`config.mk`:
```
export PLATFORM = sky130hd
export DESIGN_NAME = dense_engine_flat
export DESIGN_NICKNAME = d
export VERILOG_FILES = /design/src/rtl/dense_engine_if.sv /design/src/rtl/dense_engine.sv /design/src/flat_wrapper.sv
export SDC_FILE = /design/constraint.sdc
export NUM_CORES = 2
export LEC_CHECK = 0
export BUFFER_PORTS_ARGS = -buffer_cell sky130_fd_sc_hd__buf_2
export CORE_ASPECT_RATIO = 0.7
export CORE_MARGIN = 8
export CORE_UTILIZATION = 60
export CTS_CLUSTER_SIZE = 24
export DETAILED_ROUTE_END_ITERATION = 10
export PLACE_DENSITY = 0.78
export SLEW_MARGIN = 20
export SYNTH_ARGS = -nofsm -noshare
export SYNTH_HDL_FRONTEND = slang
export SYNTH_SLANG_ARGS = --single-unit
```
`constraint.sdc`:
```
create_clock -name clk -period 9 [get_ports clk]
set_input_delay 1.35 -clock clk [delete_from_list [all_inputs] [get_ports clk]]
set_output_delay 1.35 -clock clk [all_outputs]
set_load 0.01 [all_outputs]
```
`src/rtl/dense_engine_if.sv`:
```
// dense_engine_if -- handshake and memory-port bundle for dense_engine.
//
// Signals:
//   start            request to begin a layer pass
//   busy, done       pass in progress / one-cycle completion pulse
//   inAdr, inData    input activation buffer (combinational read)
//   weightAdr/Data   weight LUT, LANES packed lanes of DATA_SIZE bits
//   biasAdr/Data     bias LUT, same lane packing
//   outAdr/Data/Wr   output buffer write port
// Modports: master = engine side, slave = memories / environment side.
interface dense_engine_if #(
  parameter int IN_COUNT  = 784,
  parameter int OUT_COUNT = 10,
  parameter int DATA_SIZE = 16,
  parameter int LANES     = 2
);
  localparam int GROUPS = OUT_COUNT / LANES;
  localparam int IN_AW  = (IN_COUNT > 1) ? $clog2(IN_COUNT) : 1;
  localparam int WT_AW  = (IN_COUNT * GROUPS > 1) ? $clog2(IN_COUNT * GROUPS) : 1;
  localparam int GRP_AW = (GROUPS > 1) ? $clog2(GROUPS) : 1;
  localparam int OUT_AW = (OUT_COUNT > 1) ? $clog2(OUT_COUNT) : 1;

  logic                         start;
  logic                         busy;
  logic                         done;
  logic [IN_AW-1:0]             inAdr;
  logic [DATA_SIZE-1:0]         inData;
  logic [WT_AW-1:0]             weightAdr;
  logic [LANES*DATA_SIZE-1:0]   weightData;
  logic [GRP_AW-1:0]            biasAdr;
  logic [LANES*DATA_SIZE-1:0]   biasData;
  logic [OUT_AW-1:0]            outAdr;
  logic [DATA_SIZE-1:0]         outData;
  logic                         outWr;

  modport master (
    input  start, inData, weightData, biasData,
    output busy, done, inAdr, weightAdr, biasAdr, outAdr, outData, outWr
  );

  modport slave (
    output start, inData, weightData, biasData,
    input  busy, done, inAdr, weightAdr, biasAdr, outAdr, outData, outWr
  );
endinterface

```
`src/rtl/dense_engine.sv`:
```
// dense_engine -- fully connected layer engine with LANES parallel MAC lanes.
//
// Each pass walks GROUPS groups of LANES output neurons. For each group the
// lanes accumulate inData * weight over all inputs, add the bias, then the
// lane results are shifted right by FRAC_BITS, saturated to DATA_SIZE and
// written to the output buffer one lane per cycle.
//
// Ports:
//   clk  sole clock, rising edge
//   rst  synchronous active-high reset
//   bus  dense_engine_if.master (start/busy/done, input, weight, bias and
//        output buffer ports)
//
// Build option: define DENSE_ENGINE_RELU_EN to clamp negative results to 0
// after saturation; without it signed saturated results are written as-is.
module dense_engine #(
  parameter int IN_COUNT  = 784,
  parameter int OUT_COUNT = 10,
  parameter int DATA_SIZE = 16,
  parameter int LANES     = 2,
  parameter int FRAC_BITS = 8
) (
  input  logic           clk,
  input  logic           rst,
  dense_engine_if.master bus
);

  // state | meaning
  // IDLE  | waiting for start
  // MAC   | one input per cycle, every lane multiply-accumulates
  // BIAS  | one cycle, every lane adds its bias
  // WRITE | LANES cycles, lane k written to outAdr group*LANES+k
  // FIN   | done pulse, back to IDLE
  localparam logic [2:0] S_IDLE  = 3'd0;
  localparam logic [2:0] S_MAC   = 3'd1;
  localparam logic [2:0] S_BIAS  = 3'd2;
  localparam logic [2:0] S_WRITE = 3'd3;
  localparam logic [2:0] S_FIN   = 3'd4;

  localparam int GROUPS  = OUT_COUNT / LANES;
  localparam int DS      = DATA_SIZE;
  localparam int IN_AW   = (IN_COUNT > 1) ? $clog2(IN_COUNT) : 1;
  localparam int WT_AW   = (IN_COUNT * GROUPS > 1) ? $clog2(IN_COUNT * GROUPS) : 1;
  localparam int GRP_AW  = (GROUPS > 1) ? $clog2(GROUPS) : 1;
  localparam int OUT_AW  = (OUT_COUNT > 1) ? $clog2(OUT_COUNT) : 1;
  localparam int LANE_AW = (LANES > 1) ? $clog2(LANES) : 1;
  localparam int ACC_W   = 2 * DS + $clog2(IN_COUNT) + 1;

  localparam logic [IN_AW-1:0]   IN_LAST   = IN_AW'(IN_COUNT - 1);
  localparam logic [GRP_AW-1:0]  GRP_LAST  = GRP_AW'(GROUPS - 1);
  localparam logic [LANE_AW-1:0] LANE_LAST = LANE_AW'(LANES - 1);

  localparam logic signed [ACC_W-1:0] SAT_MAX = {{(ACC_W-DS+1){1'b0}}, {(DS-1){1'b1}}};
  localparam logic signed [ACC_W-1:0] SAT_MIN = {{(ACC_W-DS+1){1'b1}}, {(DS-1){1'b0}}};

  logic [2:0]               r_state;
  logic [IN_AW-1:0]         r_in_cnt;
  logic [GRP_AW-1:0]        r_grp;
  logic [LANE_AW-1:0]       r_lane;
  logic signed [ACC_W-1:0]  r_acc [LANES];

  logic signed [DS-1:0]     w_act;
  logic signed [DS-1:0]     w_wt       [LANES];
  logic signed [DS-1:0]     w_bias     [LANES];
  logic signed [2*DS-1:0]   w_prod     [LANES];
  logic signed [ACC_W-1:0]  w_prod_ext [LANES];
  logic signed [ACC_W-1:0]  w_bias_ext [LANES];
  logic signed [ACC_W-1:0]  w_sel;
  logic signed [ACC_W-1:0]  w_shift;
  logic [DS-1:0]            w_sat;
  logic [DS-1:0]            w_out;

  assign w_act = bus.inData;

  // Per-lane unpacking and sign extension into accumulator width.
  always_comb begin
    for (int l = 0; l < LANES; l++) begin
      w_wt[l]       = bus.weightData[l*DS +: DS];
      w_bias[l]     = bus.biasData[l*DS +: DS];
      w_prod[l]     = w_act * w_wt[l];
      w_prod_ext[l] = {{(ACC_W-2*DS){w_prod[l][2*DS-1]}}, w_prod[l]};
      w_bias_ext[l] = {{(ACC_W-DS){w_bias[l][DS-1]}}, w_bias[l]};
    end
  end

  // Lane currently being written.
  always_comb begin
    w_sel = r_acc[0];
    for (int l = 1; l < LANES; l++) begin
      if (r_lane == LANE_AW'(l)) w_sel = r_acc[l];
    end
  end

  // Arithmetic shift floors toward minus infinity; saturation is judged on
  // the full-width shifted value before narrowing.
  assign w_shift = w_sel >>> FRAC_BITS;

  always_comb begin
    if (w_shift > SAT_MAX)      w_sat = {1'b0, {(DS-1){1'b1}}};
    else if (w_shift < SAT_MIN) w_sat = {1'b1, {(DS-1){1'b0}}};
    else                        w_sat = w_shift[DS-1:0];
  end

`ifdef DENSE_ENGINE_RELU_EN
  assign w_out = w_sat[DS-1] ? '0 : w_sat;
`else
  assign w_out = w_sat;
`endif

  assign bus.busy      = (r_state == S_MAC) || (r_state == S_BIAS) || (r_state == S_WRITE);
  assign bus.done      = (r_state == S_FIN);
  assign bus.outWr     = (r_state == S_WRITE);
  assign bus.inAdr     = r_in_cnt;
  // Group strides are in-range whenever they matter (a single group keeps
  // r_grp and the stride products at zero), so truncating casts are safe.
  assign bus.weightAdr = WT_AW'(r_in_cnt) * WT_AW'(GROUPS) + WT_AW'(r_grp);
  assign bus.biasAdr   = r_grp;
  assign bus.outAdr    = OUT_AW'(r_grp) * OUT_AW'(LANES) + OUT_AW'(r_lane);
  assign bus.outData   = w_out;

  always_ff @(posedge clk) begin
    if (rst) begin
      r_state  <= S_IDLE;
      r_in_cnt <= '0;
      r_grp    <= '0;
      r_lane   <= '0;
      for (int l = 0; l < LANES; l++) r_acc[l] <= '0;
    end else begin
      case (r_state)
        S_IDLE: begin
          if (bus.start) begin
            r_in_cnt <= '0;
            r_grp    <= '0;
            r_lane   <= '0;
            for (int l = 0; l < LANES; l++) r_acc[l] <= '0;
            r_state  <= S_MAC;
          end
        end
        S_MAC: begin
          for (int l = 0; l < LANES; l++) r_acc[l] <= r_acc[l] + w_prod_ext[l];
          if (r_in_cnt == IN_LAST) begin
            r_in_cnt <= '0;
            r_state  <= S_BIAS;
          end else begin
            r_in_cnt <= r_in_cnt + IN_AW'(1);
          end
        end
        S_BIAS: begin
          for (int l = 0; l < LANES; l++) r_acc[l] <= r_acc[l] + w_bias_ext[l];
          r_lane  <= '0;
          r_state <= S_WRITE;
        end
        S_WRITE: begin
          if (r_lane == LANE_LAST) begin
            r_lane <= '0;
            if (r_grp != GRP_LAST) begin
              r_grp    <= r_grp + GRP_AW'(1);
              r_in_cnt <= '0;
              for (int l = 0; l < LANES; l++) r_acc[l] <= '0;
              r_state  <= S_MAC;
            end else begin
              r_state <= S_FIN;
            end
          end else begin
            r_lane <= r_lane + LANE_AW'(1);
          end
        end
        S_FIN:   r_state <= S_IDLE;
        default: r_state <= S_IDLE;
      endcase
    end
  end

endmodule

```
`src/flat_wrapper.sv`:
```
// flat-port wrapper written by rule: the top's interface ports become plain ports
module dense_engine_flat 
#(
  parameter int IN_COUNT  = 784,
  parameter int OUT_COUNT = 10,
  parameter int DATA_SIZE = 16,
  parameter int LANES     = 2,
  parameter int FRAC_BITS = 8
)
  (clk, rst, bus_start, bus_inData, bus_weightData, bus_biasData, bus_busy, bus_done, bus_inAdr, bus_weightAdr, bus_biasAdr, bus_outAdr, bus_outData, bus_outWr);
  dense_engine_if #(.IN_COUNT(IN_COUNT), .OUT_COUNT(OUT_COUNT), .DATA_SIZE(DATA_SIZE), .LANES(LANES)) bus_i ();
  input  logic clk;
  input  logic rst;
  input wire logic [$bits(bus_i.start)-1:0] bus_start;
  input wire logic [$bits(bus_i.inData)-1:0] bus_inData;
  input wire logic [$bits(bus_i.weightData)-1:0] bus_weightData;
  input wire logic [$bits(bus_i.biasData)-1:0] bus_biasData;
  output wire logic [$bits(bus_i.busy)-1:0] bus_busy;
  output wire logic [$bits(bus_i.done)-1:0] bus_done;
  output wire logic [$bits(bus_i.inAdr)-1:0] bus_inAdr;
  output wire logic [$bits(bus_i.weightAdr)-1:0] bus_weightAdr;
  output wire logic [$bits(bus_i.biasAdr)-1:0] bus_biasAdr;
  output wire logic [$bits(bus_i.outAdr)-1:0] bus_outAdr;
  output wire logic [$bits(bus_i.outData)-1:0] bus_outData;
  output wire logic [$bits(bus_i.outWr)-1:0] bus_outWr;
  assign bus_i.start = bus_start;
  assign bus_i.inData = bus_inData;
  assign bus_i.weightData = bus_weightData;
  assign bus_i.biasData = bus_biasData;
  assign bus_busy = bus_i.busy;
  assign bus_done = bus_i.done;
  assign bus_inAdr = bus_i.inAdr;
  assign bus_weightAdr = bus_i.weightAdr;
  assign bus_biasAdr = bus_i.biasAdr;
  assign bus_outAdr = bus_i.outAdr;
  assign bus_outData = bus_i.outData;
  assign bus_outWr = bus_i.outWr;
  dense_engine #(.IN_COUNT(IN_COUNT), .OUT_COUNT(OUT_COUNT), .DATA_SIZE(DATA_SIZE), .LANES(LANES), .FRAC_BITS(FRAC_BITS)) u_core (.clk(clk), .rst(rst), .bus(bus_i));
endmodule
```
==> flow_metrics.env <==
export IMPL_worstPathMaxFanout=16
export IMPL_drc=0
export IMPL_required_ns=9.10
export IMPL_rsz0062_at_grt="no"
export IMPL_via_per_inst=5.74
export IMPL_grt_pass1_wl_mm=142
export IMPL_cts_reportedPaths_clkPinSlew_ns=0.08
export IMPL_hold_class="reg2reg"
export IMPL_hp_start="u_core.bus.inAdr[1]"
export IMPL_fmax_ghz=0.122
export IMPL_fp_dieW_um=306
export IMPL_worstReg2RegStart="u_core.r_acc[0][55]"
export IMPL_cts_buffer_depth=2
export IMPL_fillers=4838
export IMPL_drv_slew=0
export IMPL_numCtsBuffers=9
export IMPL_dr_pass1_iters=6
export IMPL_antenna_found_initial=2
export IMPL_worstSetupEndpointType="flip-flop"
export IMPL_yosys_most_used_dff="edfxtp_1"
export IMPL_async_flop_share_pct=0
export IMPL_gp_congestion=0.932
export IMPL_design_area_mm2=0.0370
export IMPL_yosys_warnings=0
export IMPL_port_buffers=130
export IMPL_wl_mm=84.5
export IMPL_synth_seq_cells=103
export IMPL_cts_max_level=3
export IMPL_rows=74
export IMPL_synth_seq_area_share_pct=8.25
export IMPL_stdcell_count=4713
export IMPL_crit_path_top_delay_cell="fa_1"
export IMPL_syn_num_nets=5043
export IMPL_path_cells="buf_2 -> nand2_1 -> inv_1 -> fa_1 -> inv_1 -> fa_1 -> fa_1 -> fa_1 -> inv_1 -> fa_1 -> inv_1 -> fa_1 -> inv_1 -> ha_1 -> and4_1 -> nand3_1 -> or3_1 -> o32ai_1 -> o31a_1 -> o21ai_1 -> nand2b_1 -> a31oi_1 -> xnor2_1 -> o22ai_1"
export IMPL_setup_tns_ns=0
export IMPL_insertedDiodeCount=0
export IMPL_finalCriticalPeriod_ns=8.22
export IMPL_yosysTopAreaCell="fa_1"
export IMPL_worstPathArrival_ns=8.32
export IMPL_cts_tree="yes"
export IMPL_yosysTopAreaCellShare_pct=38.8
export IMPL_synth_cells=3915
export IMPL_grt_ovfl_total=0
export IMPL_cp_common_cell="fa_1"
export IMPL_fin_crit_sh_pct=91.3
export IMPL_clock_skew_ns=0.00937
export IMPL_root_buffer="clkbuf_16"
export IMPL_clock_sinks=103
export IMPL_die_area_mm2=0.0672
export IMPL_start_util_pct=60.7
export IMPL_grt_usage_pct=25.9
export IMPL_finalSetupViolCount=0
export IMPL_syn_avg_cell_area_um2=9.05
export IMPL_postCtsHoldBufs=0
export IMPL_drtIter0Drc=2188
export IMPL_grt_max_degree=81
export IMPL_syn_area_mm2=0.0354
export IMPL_final_common_cell="inv_1"
export IMPL_finalNetCount=5076
export IMPL_synth_area_leaders="fa_1 39%, ha_1 13%, inv_1 9.1%"
export IMPL_grt_pass1_vias=27600
export IMPL_start_kind="input pin"
export IMPL_synth_edf_count=86
export IMPL_startpoint="bus_weightData[1]"
export IMPL_dr_total_vias=27000
export IMPL_synthToLayoutAreaGrowth_pct=4.53
export IMPL_mostFrequentLayoutCells="855 x inv_1, 687 x fa_1, 358 x ha_1"
export IMPL_cts_setup_buffers=0
export IMPL_dpl_cell_area_mm2=0.0368
export IMPL_hpwl_mm=70.7
export IMPL_drv_cap=0
export IMPL_worst_slew_pin_slew_ns=1.17
export IMPL_status="finished clean"
export IMPL_antenna_left=0
export IMPL_ios=131
export IMPL_clk_latency_ns=0.39
export IMPL_core_area_mm2=0.0583
export IMPL_relSlewSlack_pct=21.5
export IMPL_max_stage_delay_ns=0.85
export IMPL_synth_cell_type_count=84
export IMPL_die_y_um=219
export IMPL_wl_per_cell_um=17.9
export IMPL_dpl_cell_count=4697
export IMPL_critical_path_class="in2reg"
export IMPL_hold_viol=0
export IMPL_layout_drive_gt1_share_pct=5.14
export IMPL_cts_resized_gates=0
## layout make-up
class / instances / area (µm²) / area share (%)
multi-input cells: 2819 / 28800 / 77.7
inverters: 855 / 3210 / 8.66
flip-flops and latches: 103 / 2920 / 7.89
well taps: 760 / 951 / 2.57
repair buffers: 160 / 876 / 2.36
clock buffers: 11 / 254 / 0.686
clock inverters: 5 / 37.5 / 0.101
## layer usage
layer / routed length, µm / GRT usage, % / part of all wire [%]
met1: 37500 / 37.7 / 44
met2: 37600 / 40.5 / 44
met3: 7030 / 4.20 / 8.3
met4: 2340 / 6.76 / 2.8
met5: 25 / 0 / 0.030
## synthesized netlist by cell type, types with 4 or more instances
library cell  instances
a311oi_1              4
o22ai_1              62
a31oi_1              24
a211oi_1             27
xnor2_1              95
or4_1                 4
buf_4                 4
nor4_1               14
o21ai_1              15
nor2_1              146
edfxtp_1             86
and2_1              257
nor3_1               39
a21boi_0              4
buf_1                 5
and3_1               19
o21bai_1             20
nand2_1             342
nand2b_1             30
fa_1                687
clkbuf_1            126
nand3b_1              5
a21oi_1             142
ha_1                358
nor3b_1               4
and4_1                6
xor2_1               83
nand3_1              44
o31ai_1               8
o21ai_0             113
o32ai_1               7
nor2b_1              13
or3_1                 7
o211ai_1             12
o21a_1               22
nand4_1              22
a21oi_2               4
a21o_1               94
mux2i_1              20
inv_1               855
dfxtp_1              17
## worst paths after layout
| path | to | slack, ns | depth (start not counted) |
|---|---|---|---|
| hold / removal | u_core.bus.inAdr[1] | 0.58 | 2 |
| setup reg to reg | u_core.r_acc[0][83] | 2.73 | 17 |
| setup / recovery | u_core.r_acc[0][42] | 0.78 | 24 |
| hold reg to reg | u_core.bus.inAdr[1] | 0.58 | 2 |
## registers in the layout (all words and copies together), names as in the netlist
name,cells
u_core.r_state,3
u_core.bus.biasAdr,3
u_core.bus.inAdr,10
u_core.r_acc,86
u_core.r_lane,1
## critical path: cells and delay by family
family | cells | cell delay [ns]
XOR/XNOR | 1 | 0.17
AND/OR/NAND/NOR | 5 | 1.10
AO/OA/AOI/OAI | 5 | 0.65
adder cells (fa/ha/maj) | 7 | 4.29
buffers and inverters | 6 | 0.74
## cells by family (layout without fill, tap and decap cells)
logic type | count (synthesis) | in the layout | synth area share [%]
AOI/OAI and AO/OA | 614 | 614 | 11.3
xor gates and xnor gates | 178 | 178 | 4.40
adders and majority gates | 1045 | 1045 | 51.5
buffers and inverters | 993 | 1031 | 10.6
DFF | 103 | 103 | 8.25
muxes | 22 | 22 | 0.628
and+or+nand+nor | 960 | 960 | 13.4
## metrics by stage
step	util, %	hold WS, ns	worst slack [ns]
3_3_place_gp	63.0	0.551	0.468
6_report	63.5	0.576	0.779
4_1_cts	63.5	0.578	0.762
5_1_grt	63.5	0.613	0.217
3_5_place_dp	63.0	0.566	0.363
2_1_floorplan	-	0.544	0.923
Power is not shown: default switching activity piles up to over one toggle a cycle in this logic, so the estimate is an artifact.
